File: src/rtl/instr_fetch_stage.sv
// Instruction fetch stage: reads imem at the current PC, presents {instr, pc} to decode
// over a valid/ready handshake with a one-entry skid buffer, and drives the PC operand
// (the PC register always loads pc_feed + 1).
// Optional feature macro: FETCH_HALT_EN -- an all-ones instruction halts fetching.
module instr_fetch_stage #(
    parameter int ADDR_W  = 6,
    parameter int INSTR_W = 16
) (
    input  logic               clk,
    input  logic               reset,
    input  logic [ADDR_W-1:0]  pc_in,
    output logic [ADDR_W-1:0]  pc_feed,
    output logic [ADDR_W-1:0]  imem_addr,
    output logic               imem_rd_en,
    input  logic [INSTR_W-1:0] imem_rdata,
    input  logic               redirect_valid,
    input  logic [ADDR_W-1:0]  redirect_target,
    output logic               id_valid,
    input  logic               id_ready,
    output logic [INSTR_W-1:0] id_instr,
    output logic [ADDR_W-1:0]  id_pc,
    output logic               halted
);

    typedef enum logic [1:0] {RUN, STALL, HALT} state_t;

    state_t             state_q;
    logic               outValid_q;
    logic [INSTR_W-1:0] outInstr_q;
    logic [ADDR_W-1:0]  outPc_q;
    logic               skidValid_q;
    logic [INSTR_W-1:0] skidInstr_q;
    logic [ADDR_W-1:0]  skidPc_q;
    logic               inflight_q;
    logic [ADDR_W-1:0]  inflightPc_q;

    logic               consume;
    logic               issueOk;
    logic               issue;
    logic               rdataLive;
    logic               loadsOut;
    logic [INSTR_W-1:0] loadInstr;
    logic               haltLoad;

    // Handshake and issue qualification; a read may only start if its data has somewhere to land
    assign consume   = outValid_q && id_ready;
    assign issueOk   = !redirect_valid && !skidValid_q && !(inflight_q && outValid_q && !id_ready);
    assign issue     = !reset && issueOk && (state_q != HALT);
    assign rdataLive = inflight_q && (state_q != HALT);

    assign imem_addr  = pc_in;
    assign imem_rd_en = issue;

    assign id_valid = outValid_q;
    assign id_instr = outInstr_q;
    assign id_pc    = outPc_q;

    // Which word lands in the output register this cycle (skid has priority over fresh data)
    assign loadInstr = skidValid_q ? skidInstr_q : imem_rdata;
    assign loadsOut  = skidValid_q ? consume : (rdataLive && (!outValid_q || consume));

`ifdef FETCH_HALT_EN
    assign haltLoad = loadsOut && (loadInstr == {INSTR_W{1'b1}});
    assign halted   = (state_q == HALT);
`else
    assign haltLoad = 1'b0;
    assign halted   = 1'b0;
`endif

    // PC operand: the PC adds one, so advancing feeds pc_in, holding feeds pc_in-1
    always_comb begin
        pc_feed = pc_in - ADDR_W'(1);
        if (reset) begin
            pc_feed = '0;
        end else if (redirect_valid) begin
            pc_feed = redirect_target - ADDR_W'(1);
        end else if (issue) begin
            pc_feed = pc_in;
        end
    end

    // Fetch pipeline state: in-flight read, output register, skid entry and FSM
    always_ff @(posedge clk) begin
        if (reset) begin
            state_q      <= RUN;
            outValid_q   <= 1'b0;
            outInstr_q   <= '0;
            outPc_q      <= '0;
            skidValid_q  <= 1'b0;
            skidInstr_q  <= '0;
            skidPc_q     <= '0;
            inflight_q   <= 1'b0;
            inflightPc_q <= '0;
        end else if (redirect_valid) begin
            state_q     <= RUN;
            outValid_q  <= 1'b0;
            skidValid_q <= 1'b0;
            inflight_q  <= 1'b0;
        end else begin
            inflight_q   <= issue;
            inflightPc_q <= pc_in;
            if (skidValid_q) begin
                if (consume) begin
                    outValid_q  <= 1'b1;
                    outInstr_q  <= skidInstr_q;
                    outPc_q     <= skidPc_q;
                    skidValid_q <= 1'b0;
                end
            end else if (rdataLive) begin
                if (!outValid_q || consume) begin
                    outValid_q <= 1'b1;
                    outInstr_q <= imem_rdata;
                    outPc_q    <= inflightPc_q;
                end else begin
                    skidValid_q <= 1'b1;
                    skidInstr_q <= imem_rdata;
                    skidPc_q    <= inflightPc_q;
                end
            end else if (consume) begin
                outValid_q <= 1'b0;
            end
            if (state_q != HALT) begin
                if (haltLoad) begin
                    state_q <= HALT;
                end else if (issueOk) begin
                    state_q <= RUN;
                end else begin
                    state_q <= STALL;
                end
            end
        end
    end

endmodule

File: config.mk
export PLATFORM = sky130hd
export DESIGN_NAME = instr_fetch_stage
export DESIGN_NICKNAME = d
export VERILOG_FILES = /design/src/rtl/instr_fetch_stage.sv
export SDC_FILE = /design/constraint.sdc
export NUM_CORES = 1
export LEC_CHECK = 0
export BUFFER_PORTS_ARGS = -buffer_cell sky130_fd_sc_hd__clkbuf_2
export CAP_MARGIN = 20
export CORE_AREA = 10 10 98 74
export DETAILED_ROUTE_END_ITERATION = 10
export DIE_AREA = 0 0 108 84
export PLACE_DENSITY_LB_ADDON = 0.1
export SLEW_MARGIN = 25
export SYNTH_ARGS = -nofsm -noshare
export SYNTH_HDL_FRONTEND = slang
export SYNTH_SLANG_ARGS = --single-unit
export TNS_END_PERCENT = 20
File: constraint.sdc
create_clock -name clk -period 5.4 [get_ports clk]
set_input_delay 1.08 -clock clk [delete_from_list [all_inputs] [get_ports clk]]
set_output_delay 1.08 -clock clk [all_outputs]
set_load 0.05 [all_outputs]
==> results of run 1 <==
==> metal layers <==
layer,up-vias,part of all wire (%)
met1,926,48
met3,9,6.2
met4,0,1.4
met2,41,44
li1,1064,-
met5,-,0
==> cell usage in the layout, fill, tap and decap left out, types with 4 or more instances in the layout <==
master,n
sky130_fd_sc_hd__clkbuf_2,67
sky130_fd_sc_hd__dfxtp_1,52
sky130_fd_sc_hd__nand2_1,44
sky130_fd_sc_hd__nor2_1,29
sky130_fd_sc_hd__a21oi_1,28
sky130_fd_sc_hd__mux2i_1,28
sky130_fd_sc_hd__a211oi_2,18
sky130_fd_sc_hd__inv_1,5
sky130_fd_sc_hd__a211oi_1,5
sky130_fd_sc_hd__clkbuf_8,5
sky130_fd_sc_hd__xnor2_1,4
sky130_fd_sc_hd__o21ai_0,4
sky130_fd_sc_hd__buf_4,4
==> kinds of logic (layout without fill, tap and decap cells) <==
family	count (synthesis)	after routing	synth area share, %
AO/OA/AOI/OAI	66	66	20.8
XOR/XNOR	7	7	2.42
adder cells (fa/ha/maj)	2	2	0.989
buffers and inverters	33	84	7.12
flip-flops	53	53	41.9
multiplexers	28	28	11.1
other	1	1	0.148
AND/OR/NAND/NOR	91	91	15.5
==> worst min-delay path: stages, from the launching register on <==
cell	delay, ns
sky130_fd_sc_hd__dfxtp_1	0.32
sky130_fd_sc_hd__nand2_1	0.05
sky130_fd_sc_hd__a21oi_1	0.05
==> path summary, 6_finish.rpt <==
| kind | from | endpoint | cells past startpoint |
|---|---|---|---|
| max reg2reg | skidValid_q$_SDFF_PP0_ | id_instr[10]$_SDFFE_PP0P_ | 5 |
| min | skidPc_q[3]$_SDFFE_PP0P_ | skidPc_q[3]$_SDFFE_PP0P_ | 2 |
| min reg2reg | skidPc_q[3]$_SDFFE_PP0P_ | skidPc_q[3]$_SDFFE_PP0P_ | 2 |
| max | redirect_valid | pc_feed[5] | 6 |
==> report_power, final <==
part / total [mW] / switching (mW) / internal, mW / leakage, nW
Sequential: 0.412 / 0.00837 / 0.403 / 0.432
Combinational: 0.151 / 0.108 / 0.0434 / 0.629
Clock: 0.217 / 0.126 / 0.0902 / 0.0450
Total: 0.779 / 0.242 / 0.537 / 1.11
==> cell type report <==
cell class	count	area [um^2]	share of cell area, %
clock inverter	2	10.0	0.343
inverter	5	18.8	0.644
sequential	53	1060	36.4
clock buffer	6	72.6	2.49
timing repair buffer	71	365	12.5
tap	75	93.8	3.22
multi-input combinational	195	1290	44.4
==> metrics by stage <==
stage | hold WS [ns] | instances | utilization (%) | instance area, um^2
after floorplan | 0.436 | 281 | - | 2530
after global placement | 0.442 | 398 | 51.4 | 2830
after detailed placement | 0.449 | 399 | 51.6 | 2830
after CTS | 0.462 | 407 | 53.1 | 2920
after global routing | 0.481 | 407 | 53.1 | 2920
final | 0.459 | 407 | 53.1 | 2920
==> flip-flops by register name, summed over array words and instances, names as in the netlist <==
name          count
id_instr         16
skidInstr_q      16
id_pc             6
inflightPc_q      6
skidPc_q          6
id_valid          1
inflight_q        1
skidValid_q       1
==> flow_results.xml, run 1 <==
<?xml version="1.0" encoding="UTF-8"?>
<metrics>
  <group name="floorplan">
    <metric name="coreArea" unit="um^2">5500</metric>
    <metric name="floorplan.die_area" unit="um^2">9070</metric>
    <metric name="top_level_ports" unit="">69</metric>
    <metric name="row_count" unit="">23</metric>
    <metric name="die_height" unit="um">84</metric>
    <metric name="initial_util" unit="%">46.0</metric>
    <metric name="die_width" unit="um">108</metric>
  </group>
  <group name="critical_path">
    <metric name="timing.critical_path.from_type" unit="">input port</metric>
    <metric name="chain_of_cells_forming_the_critical_path" unit="">clkbuf_2 -&gt; or2_2 -&gt; nor3_1 -&gt; o31a_1 -&gt; o31a_1 -&gt; clkbuf_2</metric>
    <metric name="worst-r2r-setup-slack" unit="ns">2.92</metric>
    <metric name="timing.critical_path.buf_inv" unit="">2</metric>
    <metric name="cp.arrival" unit="ns">2.75</metric>
    <metric name="max_stage_delay" unit="ns">0.45</metric>
    <metric name="crit_path_max_fanout" unit="">20</metric>
    <metric name="family_with_the_most_delay_on_the_worst_path" unit="">simple AND/OR/NAND/NOR gates</metric>
    <metric name="worstSetupPathType" unit="">input port to output pin</metric>
    <metric name="critical_path.slowest_cell" unit="">sky130_fd_sc_hd__or2_2</metric>
    <metric name="type_of_element_capturing_the_critical_path" unit="">output pin</metric>
    <metric name="worstPathRequired" unit="ns">4.32</metric>
  </group>
  <group name="place">
    <metric name="hpwl" unit="mm">4.24</metric>
    <metric name="io_buffer_count" unit="">67</metric>
    <metric name="placer_congestion" unit="">0.762</metric>
    <metric name="detailedPlace.worstSlack" unit="ns">1.55</metric>
  </group>
  <group name="logic_synthesis">
    <metric name="yosys_warnings" unit="">0</metric>
    <metric name="ys_seq_area_share" unit="%">41.9</metric>
    <metric name="synth.cell_area" unit="um^2">2530</metric>
    <metric name="mean_area_per_synthesized_cell" unit="um^2">9.00</metric>
    <metric name="postSynthCellCount" unit="">281</metric>
    <metric name="synthDistinctLibCells" unit="">36</metric>
    <metric name="mappedNetlistNets" unit="">315</metric>
    <metric name="asyncSetResetFlopFracSynth" unit="%">0</metric>
    <metric name="yosys_most_used_dff" unit="">sky130_fd_sc_hd__dfxtp_1</metric>
    <metric name="synth.ff_latch_count" unit="">53</metric>
    <metric name="commonest_cells_in_the_synthesized_netlist" unit="">sky130_fd_sc_hd__dfxtp_1 (53), sky130_fd_sc_hd__nand2_1 (44), sky130_fd_sc_hd__nor2_1 (29)</metric>
    <metric name="synth_largest_area_cell" unit="">sky130_fd_sc_hd__dfxtp_1</metric>
    <metric name="synth.most_common_cell" unit="">sky130_fd_sc_hd__dfxtp_1</metric>
    <metric name="number_of_synthesized_flops_with_an_enable_pin" unit="">0</metric>
    <metric name="synth_largest_type_area_fraction" unit="%">41.9</metric>
    <metric name="top_cells_by_area_synth" unit="">sky130_fd_sc_hd__dfxtp_1 (42%), sky130_fd_sc_hd__mux2i_1 (11%), sky130_fd_sc_hd__a211oi_2 (8.9%), sky130_fd_sc_hd__nand2_1 (6.5%), sky130_fd_sc_hd__a21oi_1 (5.5%)</metric>
  </group>
  <group name="grt">
    <metric name="grt_usage" unit="%">13.3</metric>
    <metric name="vias_in_the_first_global_route" unit="">2030</metric>
    <metric name="grt_start_max_net_pins" unit="">38</metric>
    <metric name="antenna_found_initial" unit="">0</metric>
    <metric name="grt_use_met2" unit="%">19.5</metric>
    <metric name="layer_with_the_highest_usage_after_global_routing" unit="">met2</metric>
    <metric name="grt_remaining_overflow" unit="">0</metric>
    <metric name="grt_first_pass_wirelength" unit="mm">9.92</metric>
    <metric name="gr-usage-met3" unit="%">4.71</metric>
    <metric name="gr-usage-met1" unit="%">17.5</metric>
  </group>
  <group name="power">
    <metric name="worst_ir_drop_vdd" unit="mV">0.131</metric>
    <metric name="design_power_total" unit="uW">779</metric>
    <metric name="static-leakage-power" unit="nW">1.11</metric>
    <metric name="power.density" unit="nW/um^2">267</metric>
  </group>
  <group name="timing">
    <metric name="setup_viol" unit="">0</metric>
    <metric name="finalWorstPathRequiredPeriod" unit="ns">3.83</metric>
    <metric name="setup_ws" unit="ns">1.57</metric>
    <metric name="setup_tns" unit="ns">0</metric>
    <metric name="worst_slew_pin_slew" unit="ns">0.916</metric>
    <metric name="report.final.hold_viol_count" unit="">0</metric>
    <metric name="post-route-period-util" unit="%">70.9</metric>
    <metric name="maxSlewViolCount" unit="">0</metric>
    <metric name="worst_slew_margin_rel" unit="%">38.9</metric>
    <metric name="fmaxAchievable" unit="MHz">261</metric>
    <metric name="timing.clock.skew" unit="ns">0.00224</metric>
    <metric name="rsz0062_at_grt" unit="">no</metric>
  </group>
  <group name="clocking">
    <metric name="cts-hold-fix-buffers" unit="">0</metric>
    <metric name="cts-buffers-inserted" unit="">5</metric>
    <metric name="count_of_buffers_added_by_post_cts_timing_repair_for_setup" unit="">0</metric>
    <metric name="clock_sink_count" unit="">53</metric>
    <metric name="cts_tree" unit="">yes</metric>
    <metric name="post_cts_resized" unit="">0</metric>
    <metric name="cts-htree-levels" unit="">2</metric>
    <metric name="clock_insertion_delay_worst_skew" unit="ns">0.30</metric>
    <metric name="cts.reportedPaths.clkPinSlew" unit="ns">0.09</metric>
    <metric name="clock-root-buffer" unit="">sky130_fd_sc_hd__clkbuf_8</metric>
    <metric name="cts_buffer_depth" unit="">2</metric>
  </group>
  <group name="cells_and_area">
    <metric name="layout-drive-gt1-share" unit="%">30.4</metric>
    <metric name="nets" unit="">365</metric>
    <metric name="synthToLayoutAreaGrowth" unit="%">15.3</metric>
    <metric name="n_antenna_cell" unit="">0</metric>
    <metric name="final.fill_count" unit="">541</metric>
  </group>
  <group name="drt">
    <metric name="drt-pass1-iter-count" unit="">4</metric>
    <metric name="antenna_violating_nets_post_route" unit="">0</metric>
    <metric name="detail_route.wirelength" unit="mm">5.89</metric>
    <metric name="vias_per_cell" unit="">5.01</metric>
    <metric name="drt_first_iter_violations" unit="">96</metric>
    <metric name="wl_per_cell" unit="um">14.5</metric>
    <metric name="dr_total_vias" unit="">2040</metric>
    <metric name="remaining_routing_drc_violations" unit="">0</metric>
  </group>
  <group name="outcome">
    <metric name="run_status" unit="">completed</metric>
  </group>
  <group name="hold_path">
    <metric name="hp-class" unit="">flop to flop</metric>
  </group>
  <group name="flow_run">
    <metric name="cap_violations" unit="">0</metric>
  </group>
</metrics>
Power figures use the tool's default switching activity.
==> run 2, diff against run 1 <==
==> constraint.sdc (replaced) <==
create_clock -name clk -period 3.95 [get_ports clk]
set_input_delay 0.79 -clock clk [delete_from_list [all_inputs] [get_ports clk]]
set_output_delay 0.79 -clock clk [all_outputs]
set_load 0.05 [all_outputs]
==> run 2 against run 1 <==
  * Sequential share of layout area shrank 0.45 points
  * Non-clock buffer count increased by 2
  * Clock skew up 0.0026 ns
  * Final cell count up 0.25%
  * Wire length decreased by 0.15%
  * Via count up 1.4%
  * Worst setup slack worse by 0.89 ns
  * Flip-flop and latch count unchanged
  * Clock power increased by 63%
  * Critical path depth stayed put
  * Die area unchanged
  * Clock-buffer cell count down 1
==> flow_results.xml, run 2 (same netlist as run 1, synthesis figures left out) <==
<?xml version="1.0" encoding="UTF-8"?>
<metrics>
  <group name="outcome">
    <metric name="run_status" unit="">completed</metric>
  </group>
  <group name="critical_path">
    <metric name="worstSetupPathType" unit="">input port to output pin</metric>
    <metric name="worstPathRequired" unit="ns">3.16</metric>
    <metric name="crit_path_max_fanout" unit="">20</metric>
    <metric name="type_of_element_capturing_the_critical_path" unit="">output pin</metric>
    <metric name="chain_of_cells_forming_the_critical_path" unit="">clkbuf_2 -&gt; or2_2 -&gt; nor3_1 -&gt; o31a_1 -&gt; o31a_1 -&gt; clkbuf_2</metric>
    <metric name="timing.critical_path.buf_inv" unit="">2</metric>
    <metric name="family_with_the_most_delay_on_the_worst_path" unit="">simple AND/OR/NAND/NOR gates</metric>
    <metric name="rr_startpoint" unit="">skidValid_q$_SDFF_PP0_</metric>
    <metric name="timing.critical_path.from_type" unit="">input port</metric>
    <metric name="max_stage_delay" unit="ns">0.46</metric>
    <metric name="crit_start" unit="">redirect_valid</metric>
    <metric name="critical_path.slowest_cell" unit="">sky130_fd_sc_hd__or2_2</metric>
    <metric name="cp.arrival" unit="ns">2.48</metric>
  </group>
  <group name="timing">
    <metric name="finalWorstPathRequiredPeriod" unit="ns">3.27</metric>
    <metric name="maxSlewViolCount" unit="">0</metric>
    <metric name="fmaxAchievable" unit="MHz">306</metric>
    <metric name="worst_slew_pin_slew" unit="ns">0.804</metric>
    <metric name="rsz0062_at_grt" unit="">no</metric>
    <metric name="post-route-period-util" unit="%">82.8</metric>
    <metric name="worst_slew_margin_rel" unit="%">46.4</metric>
    <metric name="timing.clock.skew" unit="ns">0.00483</metric>
    <metric name="report.final.hold_viol_count" unit="">0</metric>
    <metric name="setup_tns" unit="ns">0</metric>
    <metric name="setup_viol" unit="">0</metric>
  </group>
  <group name="power">
    <metric name="power.density" unit="nW/um^2">381</metric>
    <metric name="switching_share" unit="%">29.2</metric>
    <metric name="power.internal" unit="uW">796</metric>
    <metric name="static-leakage-power" unit="nW">1.13</metric>
    <metric name="register_share_of_total_power" unit="%">50.0</metric>
    <metric name="netSwitchingPower" unit="uW">329</metric>
    <metric name="design_power_total" unit="mW">1.12</metric>
    <metric name="power.share.combinational" unit="%">18.5</metric>
    <metric name="pwr-share-clk" unit="%">31.5</metric>
    <metric name="worst_ir_drop_vdd" unit="mV">0.207</metric>
  </group>
  <group name="drt">
    <metric name="antenna_violating_nets_post_route" unit="">0</metric>
    <metric name="vias_per_cell" unit="">5.07</metric>
    <metric name="remaining_routing_drc_violations" unit="">0</metric>
    <metric name="wl_per_cell" unit="um">14.4</metric>
    <metric name="drt-pass1-iter-count" unit="">4</metric>
    <metric name="detail_route.wirelength" unit="mm">5.88</metric>
    <metric name="dr_total_vias" unit="">2068</metric>
    <metric name="drt_first_iter_violations" unit="">60</metric>
  </group>
  <group name="cells_and_area">
    <metric name="final.fill_count" unit="">533</metric>
    <metric name="layout-drive-gt1-share" unit="%">30.9</metric>
    <metric name="final_area" unit="um^2">2950</metric>
    <metric name="synthToLayoutAreaGrowth" unit="%">16.7</metric>
    <metric name="n_antenna_cell" unit="">0</metric>
    <metric name="highest_count_cells_in_the_layout_ignoring_fill_and_taps" unit="">sky130_fd_sc_hd__clkbuf_2 (67), sky130_fd_sc_hd__dfxtp_1 (52), sky130_fd_sc_hd__nand2_1 (44)</metric>
    <metric name="mostFrequentLayoutCell" unit="">sky130_fd_sc_hd__clkbuf_2</metric>
    <metric name="nets" unit="">367</metric>
  </group>
  <group name="hold_path">
    <metric name="hold_start" unit="">skidPc_q[1]$_SDFFE_PP0P_</metric>
    <metric name="hp-class" unit="">flop to flop</metric>
  </group>
  <group name="grt">
    <metric name="antenna_found_initial" unit="">0</metric>
    <metric name="vias_in_the_first_global_route" unit="">2065</metric>
    <metric name="grt_first_pass_wirelength" unit="mm">9.88</metric>
    <metric name="grt_usage" unit="%">13.1</metric>
    <metric name="grt_remaining_overflow" unit="">0</metric>
    <metric name="grt_start_max_net_pins" unit="">33</metric>
  </group>
  <group name="clocking">
    <metric name="post_cts_resized" unit="">0</metric>
    <metric name="clock-root-buffer" unit="">sky130_fd_sc_hd__clkbuf_8</metric>
    <metric name="cts_buffer_depth" unit="">2</metric>
    <metric name="count_of_buffers_added_by_post_cts_timing_repair_for_setup" unit="">0</metric>
    <metric name="cts-hold-fix-buffers" unit="">0</metric>
    <metric name="cts-buffers-inserted" unit="">5</metric>
    <metric name="clock_sink_count" unit="">53</metric>
    <metric name="clock_insertion_delay_worst_skew" unit="ns">0.30</metric>
    <metric name="cts.reportedPaths.clkPinSlew" unit="ns">0.09</metric>
    <metric name="cts-htree-levels" unit="">2</metric>
    <metric name="cts_tree" unit="">yes</metric>
  </group>
  <group name="floorplan">
    <metric name="row_count" unit="">23</metric>
    <metric name="initial_util" unit="%">46.0</metric>
    <metric name="die_width" unit="um">108</metric>
    <metric name="die_height" unit="um">84</metric>
    <metric name="floorplan.die_area" unit="um^2">9070</metric>
    <metric name="coreArea" unit="um^2">5500</metric>
    <metric name="top_level_ports" unit="">69</metric>
  </group>
  <group name="place">
    <metric name="io_buffer_count" unit="">67</metric>
    <metric name="postPlaceCellArea" unit="um^2">2850</metric>
    <metric name="placer_congestion" unit="">0.827</metric>
    <metric name="hpwl" unit="mm">4.24</metric>
  </group>
  <group name="flow_run">
    <metric name="cap_violations" unit="">0</metric>
  </group>
</metrics>
-- run 2: changes by cell type in the layout (fill, tap and decap cells not counted), sizes merged --
cell	delta
bufinv	+1
buf	+2
clkbuf	-1
clkinv	-1
-- run 2: path summary, 6_finish.rpt --
kind,endpoint,slack (ns),cells past startpoint
setup reg to reg,id_instr[11]$_SDFFE_PP0P_,1.86,6
hold / removal,skidPc_q[1]$_SDFFE_PP0P_,0.46,2
setup / recovery,pc_feed[5],0.68,6
hold reg to reg,skidPc_q[1]$_SDFFE_PP0P_,0.46,2
-- run 2: final cells by class --
class	count	area (um^2)	area share, %
tap	75	93.8	3.18
multi-input combinational	195	1290	43.8
clock inverter	2	35.0	1.19
clock buffer	5	68.8	2.33
sequential	53	1060	36.0
timing repair buffer	73	380	12.9
inverter	5	18.8	0.636
-- run 2: power groups by stage --
stage               registers (mW)  logic (mW)  clock network (mW)
finish                       0.562       0.208               0.354
CTS                          0.563       0.211               0.369
floorplan                    0.618       0.115                   0
detailed placement           0.575       0.210                   0
global placement             0.575       0.209                   0
global route                 0.565       0.224               0.389
-- run 2: through the flow --
step / hold WS, ns / setup WS [ns] / std cells / util (%)
after floorplan: 0.436 / 0.101 / 281 / -
after global placement: 0.442 / 0.706 / 401 / 51.8
after detailed placement: 0.448 / 0.688 / 401 / 51.8
after CTS: 0.462 / 0.688 / 408 / 53.7
after global routing: 0.478 / 0.550 / 408 / 53.7
final: 0.457 / 0.678 / 408 / 53.7
-- run 2: metal layers --
layer	GRT usage, %	vias to the layer above	wire length (um)
li1	-	1062	-
met1	16.7	959	2780
met2	20.0	42	2680
met3	4.71	5	375
met4	3.63	0	45
met5	0	-	0
-- run 2: worst register-to-register path: cells and delay by family, from the launching register on --
kind,cells,cell delay [ns]
flops,1,0.38
buf+inv,2,0.81
compound gates,2,0.56
simple gates,2,0.26
==> run 3, diff against run 2 <==
==> constraint.sdc (replaced) <==
create_clock -name clk -period 3.31 [get_ports clk]
set_input_delay 0.662 -clock clk [delete_from_list [all_inputs] [get_ports clk]]
set_output_delay 0.662 -clock clk [all_outputs]
set_load 0.05 [all_outputs]
==> run 3 against run 2 <==
  * Core utilization rose by 0.32 points
  * Combinational power is 22% higher
  * Die area did not move
  * Clock power up 12%
  * Sequential power is 19% higher
  * Power grew 17%
  * Critical path depth unchanged
==> flow_results.xml, run 3 (same netlist as run 1, synthesis figures left out) <==
<?xml version="1.0" encoding="UTF-8"?>
<metrics>
  <group name="floorplan">
    <metric name="floorplan.die_area" unit="um^2">9070</metric>
    <metric name="initial_util" unit="%">46.0</metric>
    <metric name="die_height" unit="um">84</metric>
    <metric name="top_level_ports" unit="">69</metric>
    <metric name="row_count" unit="">23</metric>
    <metric name="die_width" unit="um">108</metric>
    <metric name="coreArea" unit="um^2">5500</metric>
  </group>
  <group name="clocking">
    <metric name="cts_tree" unit="">yes</metric>
    <metric name="cts.reportedPaths.clkPinSlew" unit="ns">0.09</metric>
    <metric name="clock_sink_count" unit="">53</metric>
    <metric name="cts_buffer_depth" unit="">2</metric>
    <metric name="count_of_buffers_added_by_post_cts_timing_repair_for_setup" unit="">0</metric>
    <metric name="clock-root-buffer" unit="">sky130_fd_sc_hd__clkbuf_8</metric>
    <metric name="cts-buffers-inserted" unit="">5</metric>
    <metric name="cts-htree-levels" unit="">2</metric>
    <metric name="cts-hold-fix-buffers" unit="">0</metric>
    <metric name="post_cts_resized" unit="">0</metric>
    <metric name="clock_insertion_delay_worst_skew" unit="ns">0.30</metric>
  </group>
  <group name="drt">
    <metric name="dr_total_vias" unit="">2110</metric>
    <metric name="wl_per_cell" unit="um">14.4</metric>
    <metric name="detail_route.wirelength" unit="mm">5.89</metric>
    <metric name="antenna_violating_nets_post_route" unit="">0</metric>
    <metric name="drt-pass1-iter-count" unit="">4</metric>
    <metric name="vias_per_cell" unit="">5.16</metric>
    <metric name="remaining_routing_drc_violations" unit="">0</metric>
    <metric name="drt_first_iter_violations" unit="">68</metric>
  </group>
  <group name="place">
    <metric name="hpwl" unit="mm">4.25</metric>
    <metric name="placer_congestion" unit="">0.820</metric>
    <metric name="detailedPlace.worstSlack" unit="ns">0.449</metric>
    <metric name="io_buffer_count" unit="">67</metric>
  </group>
  <group name="critical_path">
    <metric name="rr_startpoint" unit="">skidValid_q$_SDFF_PP0_</metric>
    <metric name="cp.arrival" unit="ns">2.19</metric>
    <metric name="timing.critical_path.to" unit="">pc_feed[5]</metric>
    <metric name="number_of_cells_on_the_worst_reg_to_reg_path" unit="">4</metric>
    <metric name="crit_start" unit="">redirect_target[0]</metric>
    <metric name="family_with_the_most_delay_on_the_worst_path" unit="">simple AND/OR/NAND/NOR gates</metric>
    <metric name="critical_path.slowest_cell" unit="">sky130_fd_sc_hd__or3_1</metric>
    <metric name="worst-r2r-setup-slack" unit="ns">1.35</metric>
    <metric name="max_stage_delay" unit="ns">0.42</metric>
    <metric name="worstSetupPathType" unit="">input port to output pin</metric>
    <metric name="cp_common_cell" unit="">sky130_fd_sc_hd__clkbuf_2</metric>
    <metric name="type_of_element_capturing_the_critical_path" unit="">output pin</metric>
    <metric name="timing.critical_path.buf_inv" unit="">2</metric>
    <metric name="chain_of_cells_forming_the_critical_path" unit="">clkbuf_2 -&gt; or3_1 -&gt; or4_1 -&gt; a31oi_1 -&gt; o31a_1 -&gt; clkbuf_2</metric>
    <metric name="timing.critical_path.from_type" unit="">input port</metric>
    <metric name="worstSetupPathDepth" unit="">6</metric>
    <metric name="worst_r2r_endpoint" unit="">skidInstr_q[15]$_SDFFE_PP0P_</metric>
    <metric name="crit_path_max_fanout" unit="">3</metric>
    <metric name="worstPathRequired" unit="ns">2.65</metric>
  </group>
  <group name="cells_and_area">
    <metric name="highest_count_cells_in_the_layout_ignoring_fill_and_taps" unit="">sky130_fd_sc_hd__clkbuf_2 (66), sky130_fd_sc_hd__dfxtp_1 (52), sky130_fd_sc_hd__nand2_1 (44)</metric>
    <metric name="layout-drive-gt1-share" unit="%">31.4</metric>
    <metric name="final_core_util" unit="%">54.0</metric>
    <metric name="n_antenna_cell" unit="">0</metric>
    <metric name="mostFrequentLayoutCell" unit="">sky130_fd_sc_hd__clkbuf_2</metric>
    <metric name="nets" unit="">367</metric>
    <metric name="synthToLayoutAreaGrowth" unit="%">17.4</metric>
  </group>
  <group name="timing">
    <metric name="fmaxAchievable" unit="MHz">350</metric>
    <metric name="report.final.hold_viol_count" unit="">0</metric>
    <metric name="setup_tns" unit="ns">0</metric>
    <metric name="setup_ws" unit="ns">0.456</metric>
    <metric name="finalWorstPathRequiredPeriod" unit="ns">2.85</metric>
    <metric name="timing.clock.skew" unit="ns">0.00614</metric>
    <metric name="post-route-period-util" unit="%">86.2</metric>
    <metric name="worst_slew_pin_slew" unit="ns">0.796</metric>
    <metric name="worst_slew_margin_rel" unit="%">46.9</metric>
    <metric name="maxSlewViolCount" unit="">0</metric>
    <metric name="setup_viol" unit="">0</metric>
    <metric name="rsz0062_at_grt" unit="">no</metric>
  </group>
  <group name="grt">
    <metric name="grt_start_max_net_pins" unit="">45</metric>
    <metric name="layer_with_the_highest_usage_after_global_routing" unit="">met2</metric>
    <metric name="grt_usage" unit="%">12.9</metric>
    <metric name="gr-usage-met1" unit="%">16.5</metric>
    <metric name="gr-usage-met3" unit="%">5.56</metric>
    <metric name="vias_in_the_first_global_route" unit="">2005</metric>
    <metric name="grt_use_met2" unit="%">18.8</metric>
    <metric name="grt_remaining_overflow" unit="">0</metric>
    <metric name="antenna_found_initial" unit="">0</metric>
    <metric name="grt_first_pass_wirelength" unit="mm">9.71</metric>
  </group>
  <group name="outcome">
    <metric name="run_status" unit="">completed</metric>
  </group>
  <group name="hold_path">
    <metric name="hold_start" unit="">skidPc_q[5]$_SDFFE_PP0P_</metric>
    <metric name="hp-class" unit="">flop to flop</metric>
  </group>
  <group name="flow_run">
    <metric name="cap_violations" unit="">0</metric>
  </group>
  <group name="power">
    <metric name="worst_ir_drop_vdd" unit="mV">0.272</metric>
    <metric name="static-leakage-power" unit="nW">1.13</metric>
    <metric name="design_power_total" unit="mW">1.32</metric>
    <metric name="power.density" unit="nW/um^2">445</metric>
  </group>
</metrics>
## run 3: metrics by stage
stage	hold WS [ns]	std cells	cell area (um^2)
floorplan	0.436	281	2530
global placement	0.442	401	2870
detailed placement	0.446	401	2870
CTS	0.460	409	2970
global route	0.483	409	2970
finish	0.458	409	2970
## run 3: worst min-delay path by stage
stage                                               to  slack (ns)  cells past startpoint
after floorplan            skidInstr_q[0]$_SDFFE_PP0P_        0.44                      2
after global placement     skidInstr_q[6]$_SDFFE_PP0P_        0.44                      2
after detailed placement      skidPc_q[2]$_SDFFE_PP0P_        0.45                      2
after CTS                     skidPc_q[2]$_SDFFE_PP0P_        0.46                      2
after global routing      skidInstr_q[10]$_SDFFE_PP0P_        0.48                      2
final                         skidPc_q[5]$_SDFFE_PP0P_        0.46                      2
## run 3: final cells by class
type	count	area (um^2)
sequential	53	1060
fill	537	2530
clock inverter	1	5.00
timing repair buffer	73	395
clock buffer	7	96.3
inverter	5	18.8
tap	75	93.8
multi-input combinational	195	1300
## run 3: power by group
part | total (mW) | internal (mW) | switching, mW
logic | 0.253 | 0.0750 | 0.178
registers | 0.671 | 0.658 | 0.0127
clock network | 0.397 | 0.189 | 0.208
total | 1.32 | 0.923 | 0.399
## run 3: metal layers
metal	share of wire [%]	up-vias
met5	0	-
met4	1.2	0
met3	8.4	9
met2	44	64
met1	47	970
li1	-	1067
## run 3: worst min-delay path, delay by kind of cell, from the launching register on
family	cells	cell delay (ns)
AND/OR/NAND/NOR	1	0.05
AO/OA/AOI/OAI	1	0.05
flip-flops	1	0.32
